File: src/rtl/fht_mix_seq_if.sv
// Handshake and bank-read bus between the FHT controller, the input-mix
// sequencer and the mix block.
interface fht_mix_seq_if #(
   parameter int A_BIT   = 8,
   parameter int SEC_BIT = 9,
   parameter int STG_BIT = 4
);
   logic               iSTART;
   logic               iHOLD;
   logic               oRD_EN;
   logic [A_BIT-1:0]   oRD_ADDR;
   logic               oST_ZERO;
   logic [SEC_BIT-1:0] oSECTOR;
   logic               oMIX_EN;
   logic               oVALID;
   logic [STG_BIT-1:0] oSTAGE;
   logic               oBUSY;
   logic               oDONE;

   modport master (
      output iSTART, iHOLD,
      input  oRD_EN, oRD_ADDR, oST_ZERO, oSECTOR, oMIX_EN, oVALID,
             oSTAGE, oBUSY, oDONE
   );

   modport slave (
      input  iSTART, iHOLD,
      output oRD_EN, oRD_ADDR, oST_ZERO, oSECTOR, oMIX_EN, oVALID,
             oSTAGE, oBUSY, oDONE
   );
endinterface

File: src/rtl/fht_mix_seq.sv
// FHT input-mix sequencer: walks stages and bank addresses, drives the
// 4-bank RAM read port and aligns mix controls/valid with the read data.
module fht_mix_seq #(
   parameter int A_BIT    = 8,
   parameter int SEC_BIT  = 9,
   parameter int STG_BIT  = 4,
   parameter int NUM_STG  = 10,
   parameter int PIPE_LAT = 6
) (
   input  logic         iCLK,
   input  logic         iRESET,
   fht_mix_seq_if.slave bus
);

   localparam int                 SW        = (A_BIT > SEC_BIT) ? A_BIT : SEC_BIT;
   localparam logic [A_BIT-1:0]   ADDR_LAST = '1;
   localparam logic [STG_BIT-1:0] STG_LAST  = STG_BIT'(NUM_STG - 1);
   localparam logic [7:0]         DRN_LAST  = 8'(PIPE_LAT - 1);

   typedef enum logic [1:0] {
      S_IDLE,
      S_READ,
      S_DRAIN,
      S_DONE
   } state_t;

   state_t state, state_nxt;

   logic [A_BIT-1:0]   addr, addr_nxt;
   logic [7:0]         drn_cnt, drn_nxt;
   logic [STG_BIT-1:0] stage, stage_nxt;
   logic               issue;
   logic [A_BIT-1:0]   issue_addr;

   logic               rd_en_q;
   logic [A_BIT-1:0]   rd_addr_q;
   logic               busy_q;
   logic               done_q;
   logic               mix_en_q;
   logic               valid_q;
   logic               st_zero_q;
   logic [SEC_BIT-1:0] sector_q;
   logic [SEC_BIT-1:0] sector_c;
   logic [SW-1:0]      addr_ext;

   logic last_read;
   logic drn_end;

   assign last_read = rd_en_q && (rd_addr_q == ADDR_LAST);
   assign drn_end   = (drn_cnt == DRN_LAST);

   always_ff @(posedge iCLK or negedge iRESET) begin
      if (!iRESET) state <= S_IDLE;
      else         state <= state_nxt;
   end

   always_comb begin
      state_nxt = state;
      case (state)
         S_IDLE:  if (bus.iSTART) state_nxt = S_READ;
         S_READ:  if (last_read)  state_nxt = S_DRAIN;
         S_DRAIN: if (drn_end)    state_nxt = (stage == STG_LAST) ? S_DONE : S_READ;
         S_DONE:                  state_nxt = S_IDLE;
         default:                 state_nxt = S_IDLE;
      endcase
   end

   // addr is the next address to issue; rd_addr_q is the one on the bus.
   // iHOLD is only sampled while in READ, so the first read of a stage is
   // always issued straight out of IDLE or DRAIN.
   always_comb begin
      issue      = 1'b0;
      issue_addr = addr;
      addr_nxt   = addr;
      drn_nxt    = drn_cnt;
      stage_nxt  = stage;
      case (state)
         S_IDLE: begin
            if (bus.iSTART) begin
               issue      = 1'b1;
               issue_addr = '0;
               addr_nxt   = A_BIT'(1);
               stage_nxt  = '0;
            end
         end
         S_READ: begin
            if (last_read) begin
               addr_nxt = '0;
               drn_nxt  = '0;
            end else if (!bus.iHOLD) begin
               issue      = 1'b1;
               issue_addr = addr;
               if (addr != ADDR_LAST) addr_nxt = addr + 1'b1;
            end
         end
         S_DRAIN: begin
            if (drn_end) begin
               drn_nxt = '0;
               if (stage != STG_LAST) begin
                  stage_nxt  = stage + 1'b1;
                  issue      = 1'b1;
                  issue_addr = '0;
                  addr_nxt   = A_BIT'(1);
               end
            end else begin
               drn_nxt = drn_cnt + 1'b1;
            end
         end
         default: ;
      endcase
   end

   assign addr_ext = SW'(rd_addr_q);
   assign sector_c = SEC_BIT'(addr_ext >> stage);

   always_ff @(posedge iCLK or negedge iRESET) begin
      if (!iRESET) begin
         addr      <= '0;
         drn_cnt   <= '0;
         stage     <= '0;
         rd_en_q   <= 1'b0;
         rd_addr_q <= '0;
         busy_q    <= 1'b0;
         done_q    <= 1'b0;
         mix_en_q  <= 1'b0;
         valid_q   <= 1'b0;
         st_zero_q <= 1'b0;
         sector_q  <= '0;
      end else begin
         addr    <= addr_nxt;
         drn_cnt <= drn_nxt;
         stage   <= stage_nxt;
         rd_en_q <= issue;
         if (issue) rd_addr_q <= issue_addr;
         busy_q   <= (state_nxt != S_IDLE);
         done_q   <= (state_nxt == S_DONE);
         mix_en_q <= rd_en_q;
         valid_q  <= mix_en_q;
         if (rd_en_q) begin
            st_zero_q <= (stage == '0);
            sector_q  <= sector_c;
         end
      end
   end

   assign bus.oRD_EN   = rd_en_q;
   assign bus.oRD_ADDR = rd_addr_q;
   assign bus.oST_ZERO = st_zero_q;
   assign bus.oSECTOR  = sector_q;
   assign bus.oMIX_EN  = mix_en_q;
   assign bus.oVALID   = valid_q;
   assign bus.oSTAGE   = stage;
   assign bus.oBUSY    = busy_q;
   assign bus.oDONE    = done_q;

endmodule

File: src/flat_wrapper.sv
// flat-port wrapper written by rule: the top's interface ports become plain ports
module fht_mix_seq_flat 
#(
   parameter int A_BIT    = 8,
   parameter int SEC_BIT  = 9,
   parameter int STG_BIT  = 4,
   parameter int NUM_STG  = 10,
   parameter int PIPE_LAT = 6
)
  (iCLK, iRESET, bus_iSTART, bus_iHOLD, bus_oRD_EN, bus_oRD_ADDR, bus_oST_ZERO, bus_oSECTOR, bus_oMIX_EN, bus_oVALID, bus_oSTAGE, bus_oBUSY, bus_oDONE);
  fht_mix_seq_if #(.A_BIT(A_BIT), .SEC_BIT(SEC_BIT), .STG_BIT(STG_BIT)) bus_i ();
  input  logic iCLK;
  input  logic iRESET;
  input wire logic [$bits(bus_i.iSTART)-1:0] bus_iSTART;
  input wire logic [$bits(bus_i.iHOLD)-1:0] bus_iHOLD;
  output wire logic [$bits(bus_i.oRD_EN)-1:0] bus_oRD_EN;
  output wire logic [$bits(bus_i.oRD_ADDR)-1:0] bus_oRD_ADDR;
  output wire logic [$bits(bus_i.oST_ZERO)-1:0] bus_oST_ZERO;
  output wire logic [$bits(bus_i.oSECTOR)-1:0] bus_oSECTOR;
  output wire logic [$bits(bus_i.oMIX_EN)-1:0] bus_oMIX_EN;
  output wire logic [$bits(bus_i.oVALID)-1:0] bus_oVALID;
  output wire logic [$bits(bus_i.oSTAGE)-1:0] bus_oSTAGE;
  output wire logic [$bits(bus_i.oBUSY)-1:0] bus_oBUSY;
  output wire logic [$bits(bus_i.oDONE)-1:0] bus_oDONE;
  assign bus_i.iSTART = bus_iSTART;
  assign bus_i.iHOLD = bus_iHOLD;
  assign bus_oRD_EN = bus_i.oRD_EN;
  assign bus_oRD_ADDR = bus_i.oRD_ADDR;
  assign bus_oST_ZERO = bus_i.oST_ZERO;
  assign bus_oSECTOR = bus_i.oSECTOR;
  assign bus_oMIX_EN = bus_i.oMIX_EN;
  assign bus_oVALID = bus_i.oVALID;
  assign bus_oSTAGE = bus_i.oSTAGE;
  assign bus_oBUSY = bus_i.oBUSY;
  assign bus_oDONE = bus_i.oDONE;
  fht_mix_seq #(.A_BIT(A_BIT), .SEC_BIT(SEC_BIT), .STG_BIT(STG_BIT), .NUM_STG(NUM_STG), .PIPE_LAT(PIPE_LAT)) u_core (.iCLK(iCLK), .iRESET(iRESET), .bus(bus_i));
endmodule
File: config.mk
export PLATFORM = sky130hd
export DESIGN_NAME = fht_mix_seq_flat
export DESIGN_NICKNAME = d
export VERILOG_FILES = /design/src/rtl/fht_mix_seq_if.sv /design/src/rtl/fht_mix_seq.sv /design/src/flat_wrapper.sv
export SDC_FILE = /design/constraint.sdc
export NUM_CORES = 1
export LEC_CHECK = 0
export CAP_MARGIN = 30
export CORE_MARGIN = 10
export CORE_UTILIZATION = 55
export DETAILED_ROUTE_END_ITERATION = 10
export GPL_ROUTABILITY_DRIVEN = 0
export PLACE_DENSITY = 0.81
export SLEW_MARGIN = 20
export SYNTH_ARGS = -nofsm -noshare
export SYNTH_HDL_FRONTEND = slang
export SYNTH_SLANG_ARGS = --single-unit
File: constraint.sdc
create_clock -name iCLK -period 4.85 [get_ports iCLK]
set_clock_uncertainty 0.1 [all_clocks]
set_input_delay 0.485 -clock iCLK [delete_from_list [all_inputs] [get_ports iCLK]]
set_output_delay 0.485 -clock iCLK [all_outputs]
set_load 0.03 [all_outputs]
==> flow_summary.ini <==
[global_routing]
grt_usage = 0.159
grt_max_degree = 45
grt_pass1_wl_um = 9560
grt_pass1_vias = 1903
grt-ovfl-total = 0
antenna_found_initial = 0

[power]
p_int_mw = 0.649
p_leak_nw = 1.20
pwr-share-clk = 0.237
switchingPower_mw = 0.347
ir_drop_v = 0.000391
combPwrFrac = 0.250
p_per_area_nw_per_um2 = 356
pwr-share-seq = 0.514
switching_share = 0.348

[clock_tree]
clkTransAtPathRegs_ps = 90
cts_tree = done
cts_root_buf = clkbuf_8
postCtsHoldBufs = 0
cts_sinks = 44
cts_resized = 0
clk_latency_ps = 290
htree_levels = 2
post-cts-setup-buffer-count = 0
clk_path_buf_depth = 2
numCtsBuffers = 5

[worst_setup_path]
critPathBufInv = 1
start_kind = flip-flop
cp-startpoint = u_core.bus.oSTAGE[0]$_DFFE_PN0P_
critPathCaptureType = output port
rr_worst_depth = 6
cp_max_fo = 14
cp_slowest_stage_delay_ps = 780
crit_path_cell_trace = clkdlybuf4s50_1
crit_family = buffers and inverters
cp_slowest_cell = clkdlybuf4s50_1
worst_r2r_endpoint = u_core.bus.oSTAGE[3]$_DFFE_PN0P_
reg2reg_setup_slack_ps = 2570
critPathRequiredTime_ps = 4260
worst-setup-path-type = flip-flop to output port
regToRegStartpoint = u_core.bus.oSTAGE[1]$_DFFE_PN0P_
crit_arrival_ps = 1750

[timing]
rsz0062_at_grt = false
setup_viol = 0
slew_viol_final = 0
fmaxAchievable_mhz = 428
min_period_ps = 2340
hold_viol_final = 0
worst_pin_slew_ps = 609
relSlewSlack = 0.590
fin_crit_sh = 0.482
setup_tns_ps = 0

[final_layout]
nNetsFinal = 279
fin_util = 0.684
syn2layout_area_growth_pct = 18.0
final_common_cell = dfrtp_1
fin_area_um2 = 2800
mostFrequentLayoutCells = dfrtp_1, clkdlybuf4s50_1, inv_1, nand2_1, nand3_1
nFillCells = 324
n_antenna_cell = 0
layout-drive-gt1-share = 0.0667

[job]
max_cap_violations = 0

[routing]
ant_nets = 0
drt-initial-drc-count = 135
routedWlPerCell_um = 17.5
viasPerCell = 6.11
drc_errors = 0
vias = 1955
firstDrtPassIters = 4
wl_um = 5600

[synth]
yosysUniqueCellTypes = 47
postSynthAreaPerCell_um2 = 9.87
ys_top_cells_by_area = dfrtp_1, mux2i_1, inv_1
yosys_warnings = 0
ys_ff_latch = 44
synth_edf_count = 0
netlist_instances = 240
synth_ff_type = dfrtp_1
async_reset_ff_frac = 1.00
synth_largest_area_cell = dfrtp_1
synth_top_area_share = 0.465
synth-seq-area-share = 0.465
synth_nets = 250
synth_area_um2 = 2370

[worst_hold_path]
hold_class = primary input to asynchronous set/reset pin

[die]
io_pins = 31
die_w_um = 85.6
start_util = 0.580
dieArea_um2 = 7330
core_area_um2 = 4090
fp-row-count = 23
die_h_um = 85.6

[placement]
dpl-instance-area_um2 = 2670
portBuffers = 29
hpwl_um = 3970

[status]
status = finished, final reports clean
## cell usage after synthesis, drive strengths merged, types with 6 or more instances
cell type	count
dfrtp	44
mux2i	9
o22ai	9
nand3	13
nand2b	7
a21oi	10
buf	6
nand4	6
nor2	10
nand2	19
o21ai	11
ha	6
a31oi	12
inv	21
## cell families after synthesis
logic type,count (synthesis),share of synthesized area
other,1,0.00158
AOI/OAI and AO/OA,65,0.185
and+or+nand+nor,80,0.185
muxes,15,0.0808
adders and majority gates,6,0.0317
DFF,44,0.465
buffers and inverters,29,0.0512
## area by class of cell
class,instances,area (um2),area share
clock buffer,7,86.3,0.0309
multi-input combinational,167,1150,0.410
clock inverter,1,7.51,0.00269
tap,50,62.6,0.0224
timing repair buffer,30,313,0.112
inverter,21,78.8,0.0282
sequential,44,1100,0.394
## power by group through the flow
| stage | clock network [mW] | logic [mW] | registers [mW] |
|---|---|---|---|
| final | 0.236 | 0.249 | 0.512 |
| after global routing | 0.262 | 0.272 | 0.520 |
| after CTS | 0.241 | 0.249 | 0.507 |
| after detailed placement | 0 | 0.247 | 0.512 |
| after global placement | 0 | 0.241 | 0.511 |
| after floorplan | 0 | 0.124 | 0.528 |
## worst max-delay path by stage
stage,to,cells after the start
2_1_floorplan,u_core.bus.oSTAGE[3]$_DFFE_PN0P_,7
3_3_place_gp,u_core.bus.oSTAGE[3]$_DFFE_PN0P_,6
3_5_place_dp,u_core.bus.oSTAGE[3]$_DFFE_PN0P_,6
4_1_cts,bus_oSTAGE[0],1
5_1_grt,u_core.bus.oSTAGE[3]$_DFFE_PN0P_,6
6_report,bus_oSTAGE[0],1
## sequential cells by signal (all words and copies together), names as in the netlist
register,count
u_core.addr,8
u_core.bus.oRD_ADDR,8
u_core.bus.oSECTOR,8
u_core.drn_cnt,8
u_core.bus.oSTAGE,4
u_core.state,2
u_core.bus.oBUSY,1
u_core.bus.oDONE,1
u_core.bus.oMIX_EN,1
u_core.bus.oRD_EN,1
u_core.bus.oST_ZERO,1
u_core.bus.oVALID,1
## metal layers
| metal | vias up | share of wire | GRT usage |
|---|---|---|---|
| li1 | 952 | - | - |
| met1 | 954 | 0.46 | 0.205 |
| met2 | 47 | 0.47 | 0.249 |
| met3 | 2 | 0.057 | 0.0492 |
| met4 | 0 | 0.0062 | 0.0479 |
| met5 | - | 0 | 0 |
## metrics by stage
| stage | setup WS [ps] | power [mW] | std cells | hold WS (ps) |
|---|---|---|---|---|
| floorplan | 2880 | 0.652 | 240 | 89.4 |
| global placement | 2670 | 0.752 | 311 | 260 |
| detailed placement | 2590 | 0.759 | 311 | 276 |
| CTS | 2490 | 0.997 | 319 | 262 |
| global route | 2370 | 1.05 | 320 | 59.6 |
| finish | 2510 | 0.996 | 320 | 47.3 |
Note: power is estimated with default switching activity, not from simulation.
